===== config.mk =====
export PLATFORM = sky130hd
export DESIGN_NAME = cf_sequencer_flat
export DESIGN_NICKNAME = d
export VERILOG_FILES = /design/src/rtl/cf_sequencer.sv /design/src/rtl/cf_sequencer_if.sv /design/src/flat_wrapper.sv
export SDC_FILE = /design/constraint.sdc
export NUM_CORES = 1
export LEC_CHECK = 0
export CORE_UTILIZATION = 35
export DETAILED_ROUTE_END_ITERATION = 6
export SETUP_SLACK_MARGIN = 0.5
export SLEW_MARGIN = 20
export SYNTH_ARGS = -nofsm -noshare
export SYNTH_HDL_FRONTEND = slang
export SYNTH_SLANG_ARGS = --single-unit
export TNS_END_PERCENT = 100

===== constraint.sdc =====
create_clock -name clk -period 5.1 [get_ports clk]
set_input_delay 0.765 -clock clk [delete_from_list [all_inputs] [get_ports clk]]
set_output_delay 0.765 -clock clk [all_outputs]
set_load 0.01 [all_outputs]

===== src/rtl/cf_sequencer.sv =====
// cf_sequencer_pkg
//   Command opcode encoding shared by the sequencer and its users.
//   Conditional jumps occupy 7'h10..7'h1F; the low nibble is the x86
//   condition code (O, NO, B, AE, E, NE, BE, A, S, NS, P, NP, L, GE, LE, G).
package cf_sequencer_pkg;
    localparam logic [6:0] CMD_NOP    = 7'h00;
    localparam logic [6:0] CMD_JMPR   = 7'h01;
    localparam logic [6:0] CMD_JMPI   = 7'h02;
    localparam logic [6:0] CMD_CALLR  = 7'h03;
    localparam logic [6:0] CMD_CALLI  = 7'h04;
    localparam logic [6:0] CMD_RET    = 7'h05;
    localparam logic [6:0] CMD_LOOP   = 7'h06;
    localparam logic [6:0] CMD_LOOPE  = 7'h07;
    localparam logic [6:0] CMD_LOOPNE = 7'h08;
    localparam logic [6:0] CMD_JCXZ   = 7'h09;
    localparam logic [6:0] CMD_JO     = 7'h10;
    localparam logic [6:0] CMD_JB     = 7'h12;
    localparam logic [6:0] CMD_JE     = 7'h14;
    localparam logic [6:0] CMD_JNE    = 7'h15;
    localparam logic [6:0] CMD_JA     = 7'h17;
    localparam logic [6:0] CMD_JS     = 7'h18;
    localparam logic [6:0] CMD_JP     = 7'h1A;
    localparam logic [6:0] CMD_JL     = 7'h1C;
    localparam logic [6:0] CMD_JG     = 7'h1F;
endpackage

// cfu
//   Combinational control flow unit: picks the next EIP from the sequential
//   address (seq), a relative or absolute target and the condition inputs.
//   Ports:
//     opc          command opcode
//     seq          address of the following instruction
//     address      displacement (relative ops) or absolute target
//     cf,pf,zf,sf,of  EFLAGS condition bits
//     ecx_is_zero  ECX zero test prepared by the sequencer
//     next_eip     resulting EIP
module cfu
    import cf_sequencer_pkg::*;
(
    input  logic [6:0]  opc,
    input  logic [31:0] seq,
    input  logic [31:0] address,
    input  logic        cf,
    input  logic        pf,
    input  logic        zf,
    input  logic        sf,
    input  logic        of,
    input  logic        ecx_is_zero,
    output logic [31:0] next_eip
);
    logic [31:0] rel_target;
    logic        base_cond;
    logic        jcc_taken;

    assign rel_target = seq + address;

    // Odd condition codes are the negation of the preceding even one.
    always_comb begin
        base_cond = 1'b0;
        case (opc[3:1])
            3'd0: base_cond = of;
            3'd1: base_cond = cf;
            3'd2: base_cond = zf;
            3'd3: base_cond = cf | zf;
            3'd4: base_cond = sf;
            3'd5: base_cond = pf;
            3'd6: base_cond = sf ^ of;
            3'd7: base_cond = zf | (sf ^ of);
            default: base_cond = 1'b0;
        endcase
    end

    assign jcc_taken = base_cond ^ opc[0];

    always_comb begin
        next_eip = seq;
        case (opc)
            CMD_JMPR, CMD_CALLR:         next_eip = rel_target;
            CMD_JMPI, CMD_CALLI, CMD_RET: next_eip = address;
            CMD_LOOP:   if (!ecx_is_zero)        next_eip = rel_target;
            CMD_LOOPE:  if (!ecx_is_zero && zf)  next_eip = rel_target;
            CMD_LOOPNE: if (!ecx_is_zero && !zf) next_eip = rel_target;
            CMD_JCXZ:   if (ecx_is_zero)         next_eip = rel_target;
            default: begin
                if (opc[6:4] == 3'b001 && jcc_taken) next_eip = rel_target;
            end
        endcase
    end
endmodule

// cf_sequencer
//   Owns the architectural EIP. Accepts one decoded instruction at a time,
//   performs the CALL push / RET pop on the stack port, decrements ECX for
//   the LOOP family and commits the CFU's next EIP with a one-cycle retire.
//   Ports:
//     clk    system clock
//     rst_n  asynchronous active-low reset
//     bus    cf_sequencer_if.slave (instruction, state, stack and writebacks)
module cf_sequencer
    import cf_sequencer_pkg::*;
#(
    parameter logic [31:0] RESET_EIP = 32'h0000_0000
) (
    input  logic          clk,
    input  logic          rst_n,
    cf_sequencer_if.slave bus
);
    typedef enum logic [1:0] {IDLE, PUSH, POP, COMMIT} state_t;

    state_t      state;
    logic [6:0]  opc_p0;
    logic [3:0]  len_p0;
    logic [31:0] addr_p0;
    logic [4:0]  flags_p0;
    logic [31:0] ecx_p0;
    logic [31:0] eip_r;
    logic        instr_ready_r;
    logic        retire_r;
    logic        mem_req_r;
    logic        mem_we_r;
    logic [31:0] mem_addr_r;
    logic [31:0] mem_wdata_r;
    logic [31:0] esp_wdata_r;
    logic        ecx_we_r;
    logic [31:0] ecx_wdata_r;

    logic [31:0] seq;
    logic        ecx_is_zero;
    logic [31:0] next_eip;
    logic        unused_eflags;

    function automatic logic is_loop_op(input logic [6:0] op);
        return (op == CMD_LOOP) || (op == CMD_LOOPE) || (op == CMD_LOOPNE);
    endfunction

    assign unused_eflags = ^{bus.eflags[31:12], bus.eflags[10:8],
                             bus.eflags[5:3], bus.eflags[1]};

    assign seq = eip_r + {28'd0, len_p0};

    // LOOPcc tests the already-decremented count; JCXZ tests ECX as-is.
    assign ecx_is_zero = is_loop_op(opc_p0) ? ((ecx_p0 - 32'd1) == 32'd0)
                                            : (ecx_p0 == 32'd0);

    cfu u_cfu (
        .opc         (opc_p0),
        .seq         (seq),
        .address     (addr_p0),
        .cf          (flags_p0[0]),
        .pf          (flags_p0[1]),
        .zf          (flags_p0[2]),
        .sf          (flags_p0[3]),
        .of          (flags_p0[4]),
        .ecx_is_zero (ecx_is_zero),
        .next_eip    (next_eip)
    );

    always_ff @(posedge clk or negedge rst_n) begin
        if (!rst_n) begin
            state         <= IDLE;
            opc_p0        <= CMD_NOP;
            len_p0        <= 4'd0;
            addr_p0       <= 32'd0;
            flags_p0      <= 5'd0;
            ecx_p0        <= 32'd0;
            eip_r         <= RESET_EIP;
            instr_ready_r <= 1'b1;
            retire_r      <= 1'b0;
            mem_req_r     <= 1'b0;
            mem_we_r      <= 1'b0;
            mem_addr_r    <= 32'd0;
            mem_wdata_r   <= 32'd0;
            esp_wdata_r   <= 32'd0;
            ecx_we_r      <= 1'b0;
            ecx_wdata_r   <= 32'd0;
        end else begin
            case (state)
                // Accept: capture the instruction and pick the path
                IDLE: begin
                    if (bus.instr_valid && instr_ready_r) begin
                        opc_p0        <= bus.opc;
                        len_p0        <= bus.instr_len;
                        addr_p0       <= bus.address;
                        flags_p0      <= {bus.eflags[11], bus.eflags[7], bus.eflags[6],
                                          bus.eflags[2], bus.eflags[0]};
                        ecx_p0        <= bus.ecx;
                        instr_ready_r <= 1'b0;
                        if (bus.opc == CMD_CALLR || bus.opc == CMD_CALLI) begin
                            state       <= PUSH;
                            mem_req_r   <= 1'b1;
                            mem_we_r    <= 1'b1;
                            mem_addr_r  <= bus.esp - 32'd4;
                            mem_wdata_r <= eip_r + {28'd0, bus.instr_len};
                            esp_wdata_r <= bus.esp - 32'd4;
                        end else if (bus.opc == CMD_RET) begin
                            state       <= POP;
                            mem_req_r   <= 1'b1;
                            mem_we_r    <= 1'b0;
                            mem_addr_r  <= bus.esp;
                            esp_wdata_r <= bus.esp + 32'd4;
                        end else begin
                            state    <= COMMIT;
                            retire_r <= 1'b1;
                            if (is_loop_op(bus.opc)) begin
                                ecx_we_r    <= 1'b1;
                                ecx_wdata_r <= bus.ecx - 32'd1;
                            end
                        end
                    end
                end
                // Stack write of the return address
                PUSH: begin
                    if (bus.mem_ack) begin
                        mem_req_r <= 1'b0;
                        mem_we_r  <= 1'b0;
                        retire_r  <= 1'b1;
                        state     <= COMMIT;
                    end
                end
                // Stack read; popped word becomes the CFU target
                POP: begin
                    if (bus.mem_ack) begin
                        addr_p0   <= bus.mem_rdata;
                        mem_req_r <= 1'b0;
                        retire_r  <= 1'b1;
                        state     <= COMMIT;
                    end
                end
                // Commit the CFU result
                COMMIT: begin
                    eip_r         <= next_eip;
                    retire_r      <= 1'b0;
                    ecx_we_r      <= 1'b0;
                    instr_ready_r <= 1'b1;
                    state         <= IDLE;
                end
                default: state <= IDLE;
            endcase
        end
    end

    assign bus.instr_ready = instr_ready_r;
    assign bus.eip         = eip_r;
    assign bus.retire      = retire_r;
    assign bus.mem_req     = mem_req_r;
    assign bus.mem_we      = mem_we_r;
    assign bus.mem_addr    = mem_addr_r;
    assign bus.mem_wdata   = mem_wdata_r;
    // ESP writeback lands in the ack cycle itself, so it is decoded from the
    // live ack rather than registered.
    assign bus.esp_we      = ((state == PUSH) || (state == POP)) && bus.mem_ack;
    assign bus.esp_wdata   = esp_wdata_r;
    assign bus.ecx_we      = ecx_we_r;
    assign bus.ecx_wdata   = ecx_wdata_r;
endmodule


===== src/rtl/cf_sequencer_if.sv =====
// cf_sequencer_if
//   Bundles the instruction-offer handshake, the architectural register
//   inputs/writebacks and the stack memory port of the control-flow
//   sequencer.
//   Modports:
//     slave  - the sequencer (accepts instructions, issues stack traffic)
//     master - the surrounding core (offers instructions, answers memory)
//   Signals:
//     instr_valid/instr_ready  instruction offer handshake
//     opc, instr_len, address  decoded command, length, displacement/target
//     eflags, ecx, esp         architectural state sampled on accept
//     eip, retire              architectural EIP and commit pulse
//     mem_*                    stack memory request/response
//     esp_we/esp_wdata         ESP writeback strobe and value
//     ecx_we/ecx_wdata         ECX writeback strobe and value
interface cf_sequencer_if;
    logic        instr_valid;
    logic        instr_ready;
    logic [6:0]  opc;
    logic [3:0]  instr_len;
    logic [31:0] address;
    logic [31:0] eflags;
    logic [31:0] ecx;
    logic [31:0] esp;
    logic [31:0] eip;
    logic        retire;
    logic        mem_req;
    logic        mem_we;
    logic [31:0] mem_addr;
    logic [31:0] mem_wdata;
    logic [31:0] mem_rdata;
    logic        mem_ack;
    logic        esp_we;
    logic [31:0] esp_wdata;
    logic        ecx_we;
    logic [31:0] ecx_wdata;

    modport slave (
        input  instr_valid, opc, instr_len, address, eflags, ecx, esp,
               mem_rdata, mem_ack,
        output instr_ready, eip, retire, mem_req, mem_we, mem_addr,
               mem_wdata, esp_we, esp_wdata, ecx_we, ecx_wdata
    );

    modport master (
        output instr_valid, opc, instr_len, address, eflags, ecx, esp,
               mem_rdata, mem_ack,
        input  instr_ready, eip, retire, mem_req, mem_we, mem_addr,
               mem_wdata, esp_we, esp_wdata, ecx_we, ecx_wdata
    );
endinterface


===== src/flat_wrapper.sv =====
// flat-port wrapper written by rule: the top's interface ports become plain ports
module cf_sequencer_flat import cf_sequencer_pkg::*;
#(
    parameter logic [31:0] RESET_EIP = 32'h0000_0000
)
  (clk, rst_n, bus_instr_valid, bus_opc, bus_instr_len, bus_address, bus_eflags, bus_ecx, bus_esp, bus_mem_rdata, bus_mem_ack, bus_instr_ready, bus_eip, bus_retire, bus_mem_req, bus_mem_we, bus_mem_addr, bus_mem_wdata, bus_esp_we, bus_esp_wdata, bus_ecx_we, bus_ecx_wdata);
  cf_sequencer_if bus_i ();
  input  logic clk;
  input  logic rst_n;
  input wire logic [$bits(bus_i.instr_valid)-1:0] bus_instr_valid;
  input wire logic [$bits(bus_i.opc)-1:0] bus_opc;
  input wire logic [$bits(bus_i.instr_len)-1:0] bus_instr_len;
  input wire logic [$bits(bus_i.address)-1:0] bus_address;
  input wire logic [$bits(bus_i.eflags)-1:0] bus_eflags;
  input wire logic [$bits(bus_i.ecx)-1:0] bus_ecx;
  input wire logic [$bits(bus_i.esp)-1:0] bus_esp;
  input wire logic [$bits(bus_i.mem_rdata)-1:0] bus_mem_rdata;
  input wire logic [$bits(bus_i.mem_ack)-1:0] bus_mem_ack;
  output wire logic [$bits(bus_i.instr_ready)-1:0] bus_instr_ready;
  output wire logic [$bits(bus_i.eip)-1:0] bus_eip;
  output wire logic [$bits(bus_i.retire)-1:0] bus_retire;
  output wire logic [$bits(bus_i.mem_req)-1:0] bus_mem_req;
  output wire logic [$bits(bus_i.mem_we)-1:0] bus_mem_we;
  output wire logic [$bits(bus_i.mem_addr)-1:0] bus_mem_addr;
  output wire logic [$bits(bus_i.mem_wdata)-1:0] bus_mem_wdata;
  output wire logic [$bits(bus_i.esp_we)-1:0] bus_esp_we;
  output wire logic [$bits(bus_i.esp_wdata)-1:0] bus_esp_wdata;
  output wire logic [$bits(bus_i.ecx_we)-1:0] bus_ecx_we;
  output wire logic [$bits(bus_i.ecx_wdata)-1:0] bus_ecx_wdata;
  assign bus_i.instr_valid = bus_instr_valid;
  assign bus_i.opc = bus_opc;
  assign bus_i.instr_len = bus_instr_len;
  assign bus_i.address = bus_address;
  assign bus_i.eflags = bus_eflags;
  assign bus_i.ecx = bus_ecx;
  assign bus_i.esp = bus_esp;
  assign bus_i.mem_rdata = bus_mem_rdata;
  assign bus_i.mem_ack = bus_mem_ack;
  assign bus_instr_ready = bus_i.instr_ready;
  assign bus_eip = bus_i.eip;
  assign bus_retire = bus_i.retire;
  assign bus_mem_req = bus_i.mem_req;
  assign bus_mem_we = bus_i.mem_we;
  assign bus_mem_addr = bus_i.mem_addr;
  assign bus_mem_wdata = bus_i.mem_wdata;
  assign bus_esp_we = bus_i.esp_we;
  assign bus_esp_wdata = bus_i.esp_wdata;
  assign bus_ecx_we = bus_i.ecx_we;
  assign bus_ecx_wdata = bus_i.ecx_wdata;
  cf_sequencer #(.RESET_EIP(RESET_EIP)) u_core (.clk(clk), .rst_n(rst_n), .bus(bus_i));
endmodule

==> flow_metrics.py <==
metrics = {
    "layout": {
        "nNetsFinal": 2222,
        "fill_cells": 4098,
        "diodes": 0,
        "seqCellArea_um2": 6130,
        "area_growth_pct": 32.2,
        "final_layout_size_suffix_gt1_share_pct": 9.54,
        "multi_input_area_um2": 8630,
    },
    "timing": {
        "hold_viol_final": 0,
        "fin_setup_tns_ps": 0,
        "fmax_mhz": 229,
        "fin_ws_ps": 726,
        "maxSlewViolCount": 0,
        "post-route-min-period_ps": 4370,
        "relSlewSlack_pct": 36.7,
        "setup_viol": 0,
        "tightest_slew_ps": 941,
        "post-route-period-util_pct": 85.8,
        "clock_skew_ps": 19.2,
        "rsz0062_at_grt": "true",
    },
    "global_route": {
        "grt_pass1_vias": 13600,
        "grt_max_degree": 132,
        "antenna_found_initial": 2,
        "grt_pass1_wl_um": 73700,
        "grt_overflow_total": 0,
        "grtUsageTotal_pct": 20.6,
    },
    "detailed_routing": {
        "routed_wl_um": 45700,
        "vias": 13500,
        "first_pass_iters": 7,
        "initialDrtViolationCount": 767,
        "drc": 0,
        "vias_per_cell": 5.22,
        "postRouteAntennaNets": 0,
        "wl_per_cell_um": 17.6,
    },
    "critical_path": {
        "critPathArrivalTime_ps": 4870,
        "end_kind": "register",
        "crit_type": "register to register",
        "setup.worst_path.start": "u_core.bus.eip[1]",
        "reg2reg_to": "u_core.bus.eip[30]",
        "worst-path-max-fanout": 6,
        "rr_startpoint": "u_core.bus.eip[1]",
        "worst_ep_required_time_ps": 5600,
        "worstRegToRegCells": 19,
        "startpoint_type": "register",
        "r2r_setup_slack_ps": 730,
    },
    "logic_synthesis": {
        "yosysSeqAreaShare_pct": 40.4,
        "syn_inst": 1716,
        "synth.distinct_cells": 82,
        "dominantRegCellSynth": "dfrtp_1",
        "synth_top_family_by_area": "simple AND/OR/NAND/NOR gates",
        "synth_edf_count": 0,
        "netlist_area_um2": 15200,
        "synthSimpleGateAreaFrac_pct": 18.9,
        "synthMuxAreaShare_pct": 5.99,
        "synth-seq-cells": 245,
        "async_flop_share_pct": 100,
        "synthXorXnorAreaFrac_pct": 9.98,
        "synth_compound_area_share_pct": 16.2,
        "yosysWarnings": 0,
        "syn_nets": 1946,
        "avgSynthCellArea_um2": 8.85,
        "synthAdderAreaFrac_pct": 4.68,
    },
    "floorplanning": {
        "fp-row-count": 75,
        "ios": 341,
        "die-height_um": 210,
        "dieWidth_um": 210,
        "initial_utilization_pct": 35.9,
        "fp.coreArea_um2": 42300,
        "fp.dieArea_um2": 44200,
    },
    "placed_design": {
        "hpwl_um": 34000,
        "gp_congestion": 0.884,
        "io_buffers": 313,
        "post-place-ws_ps": 183,
    },
    "pwr": {
        "p_leak_uw": 0.00806,
        "cellPowerDensity_nw_per_um2": 592,
        "ir_drop_uv": 293,
    },
    "cts": {
        "cts.sinks": 245,
        "clk_pin_slew_ps": 60,
        "cts_max_level": 1,
        "clockBufferDepth": 3,
        "cts_tree": "built",
        "clk_latency_ps": 590,
        "numCtsBuffers": 30,
        "cts-root-buf": "clkbuf_16",
    },
    "run_status": {
        "status": "finished, final reports clean",
    },
    "hold_path": {
        "hold_class": "primary input to asynchronous set/reset pin",
    },
    "flow_run": {
        "cap_violations": 0,
    },
}
-- stage by stage --
stage	area, um2	total power (uW)	util [%]	cells	hold slack [ps]
3_5_place_dp	18900	9540	44.5	2530	467
3_3_place_gp	18900	9450	44.5	2530	454
4_1_cts	19900	11900	47.1	2585	157
5_1_grt	20100	12900	47.4	2590	180
6_report	20100	11900	47.4	2590	139
2_1_floorplan	15200	7520	-	1716	450
-- cell families after synthesis --
kind of cell	Yosys count
flip-flops	245
adder cells (fa/ha/maj)	55
multiplexers	85
XOR/XNOR	173
AND/OR/NAND/NOR	613
buffers and inverters	142
AO/OA/AOI/OAI	403
-- layout make-up --
cell class                 count  share of cell area [%]
multi-input combinational   1329                    43.0
clock inverter                 7                   0.592
tap                          577                    3.60
sequential                   245                    30.5
inverter                      40                   0.748
clock buffer                  46                    4.49
timing repair buffer         346                    17.0
-- worst max-delay path by stage --
stage / to / slack, ps / depth (start not counted)
2_1_floorplan: u_core.bus.eip[29] / 520 / 20
3_3_place_gp: u_core.bus.eip[31] / 190 / 21
3_5_place_dp: u_core.bus.eip[31] / 180 / 21
4_1_cts: u_core.bus.eip[31] / 500 / 19
5_1_grt: u_core.bus.eip[29] / 470 / 20
6_report: u_core.bus.eip[30] / 730 / 19
-- cells in the mapped netlist (all sizes together), types with 5 or more instances --
cell type | count | area share (%)
a211oi | 7 | 0.35
a21o | 17 | 0.84
a21oi | 112 | 3.7
a221o | 5 | 0.33
a221oi | 9 | 0.56
a222oi | 16 | 1.1
a31oi | 11 | 0.45
and2 | 9 | 0.39
and3 | 14 | 0.59
buf | 14 | 0.71
clkbuf | 88 | 2.2
dfrtp | 244 | 40
ha | 52 | 4.3
inv | 39 | 0.96
mux2 | 47 | 3.5
mux2i | 38 | 2.5
nand2 | 231 | 5.7
nand2b | 17 | 0.75
nand3 | 39 | 1.3
nand4 | 17 | 0.70
nor2 | 148 | 3.7
nor2b | 9 | 0.37
nor3 | 46 | 1.5
nor4 | 23 | 0.95
nor4b | 6 | 0.35
o21ai | 162 | 5.4
o22ai | 7 | 0.29
o31ai | 6 | 0.30
or2 | 9 | 0.37
or3 | 21 | 0.89
or4 | 12 | 0.65
xnor2 | 106 | 6.1
xor2 | 67 | 3.9
-- timing repair --
item                       4_1_cts  5_1_grt
pin swaps                        5        6
buffers inserted                 2        4
setup endpoints to repair        8       13
hold buffers                     0        0
gates resized for setup         12       22
-- routing by layer --
metal,vias up,wire length (um),global-route usage (%)
met4,4,1160,5.69
met3,76,3370,5.36
met1,6454,20100,27.1
li1,6607,-,-
met5,-,22,0
met2,368,21000,33.5
-- critical path, stage by stage, from the launching register on --
cell	delay, ps
dfrtp_2	450
ha_1	320
a21oi_2	160
o211ai_1	110
buf_4	160
nand2b_2	150
nor2_4	60
xnor2_2	200
inv_1	90
ha_1	330
and2_1	210
and3_1	210
a221o_1	360
o21ai_2	150
a21oi_1	120
a31o_2	280
a211o_1	300
a21oi_2	160
mux2_2	340
o22ai_1	120
-- flip-flops by register name (all words and copies together), names as in the netlist, 2 cells and up --
register and cells:
u_core.bus.ecx_wdata 32, u_core.bus.mem_wdata 32, u_core.state 2, u_core.addr_p0 32, u_core.opc_p0 7, u_core.ecx_p0 32, u_core.bus.esp_wdata 32, u_core.bus.mem_addr 30
u_core.flags_p0 5, u_core.len_p0 4, u_core.bus.eip 32
-- cells in the final DEF, fill, tap and decap left out, types with 8 or more instances in the layout --
| cell type | netlist | routed |
|---|---|---|
| a221oi_1 | 8 | 8 |
| ha_1 | 52 | 47 |
| clkbuf_8 | 0 | 9 |
| or3_1 | 18 | 17 |
| or4_1 | 9 | 9 |
| inv_1 | 39 | 39 |
| buf_4 | 2 | 30 |
| nand2b_1 | 16 | 15 |
| nor4_1 | 23 | 22 |
| clkdlybuf4s50_1 | 0 | 312 |
| a31oi_1 | 11 | 11 |
| xor2_1 | 67 | 66 |
| nand2_1 | 231 | 230 |
| or2_2 | 9 | 9 |
| mux2_2 | 47 | 47 |
| o21ai_0 | 157 | 155 |
| nor2_1 | 148 | 144 |
| nor3_1 | 46 | 43 |
| nand4_1 | 17 | 17 |
| nand3_1 | 38 | 36 |
| a222oi_1 | 16 | 16 |
| a21oi_1 | 112 | 106 |
| xnor2_1 | 106 | 103 |
| clkbuf_16 | 0 | 30 |
| and3_1 | 13 | 13 |
| mux2i_1 | 38 | 38 |
| dfrtp_1 | 244 | 243 |
| nor2b_1 | 9 | 9 |
| a21o_1 | 17 | 17 |
-- where the power goes --
part           total [uW]  switching [uW]  internal, uW
Sequential           3340             770          2570
Combinational        6360            3400          2960
Clock                2190             875          1310
Total               11900            5040          6850
Power figures use the tool's default switching activity.
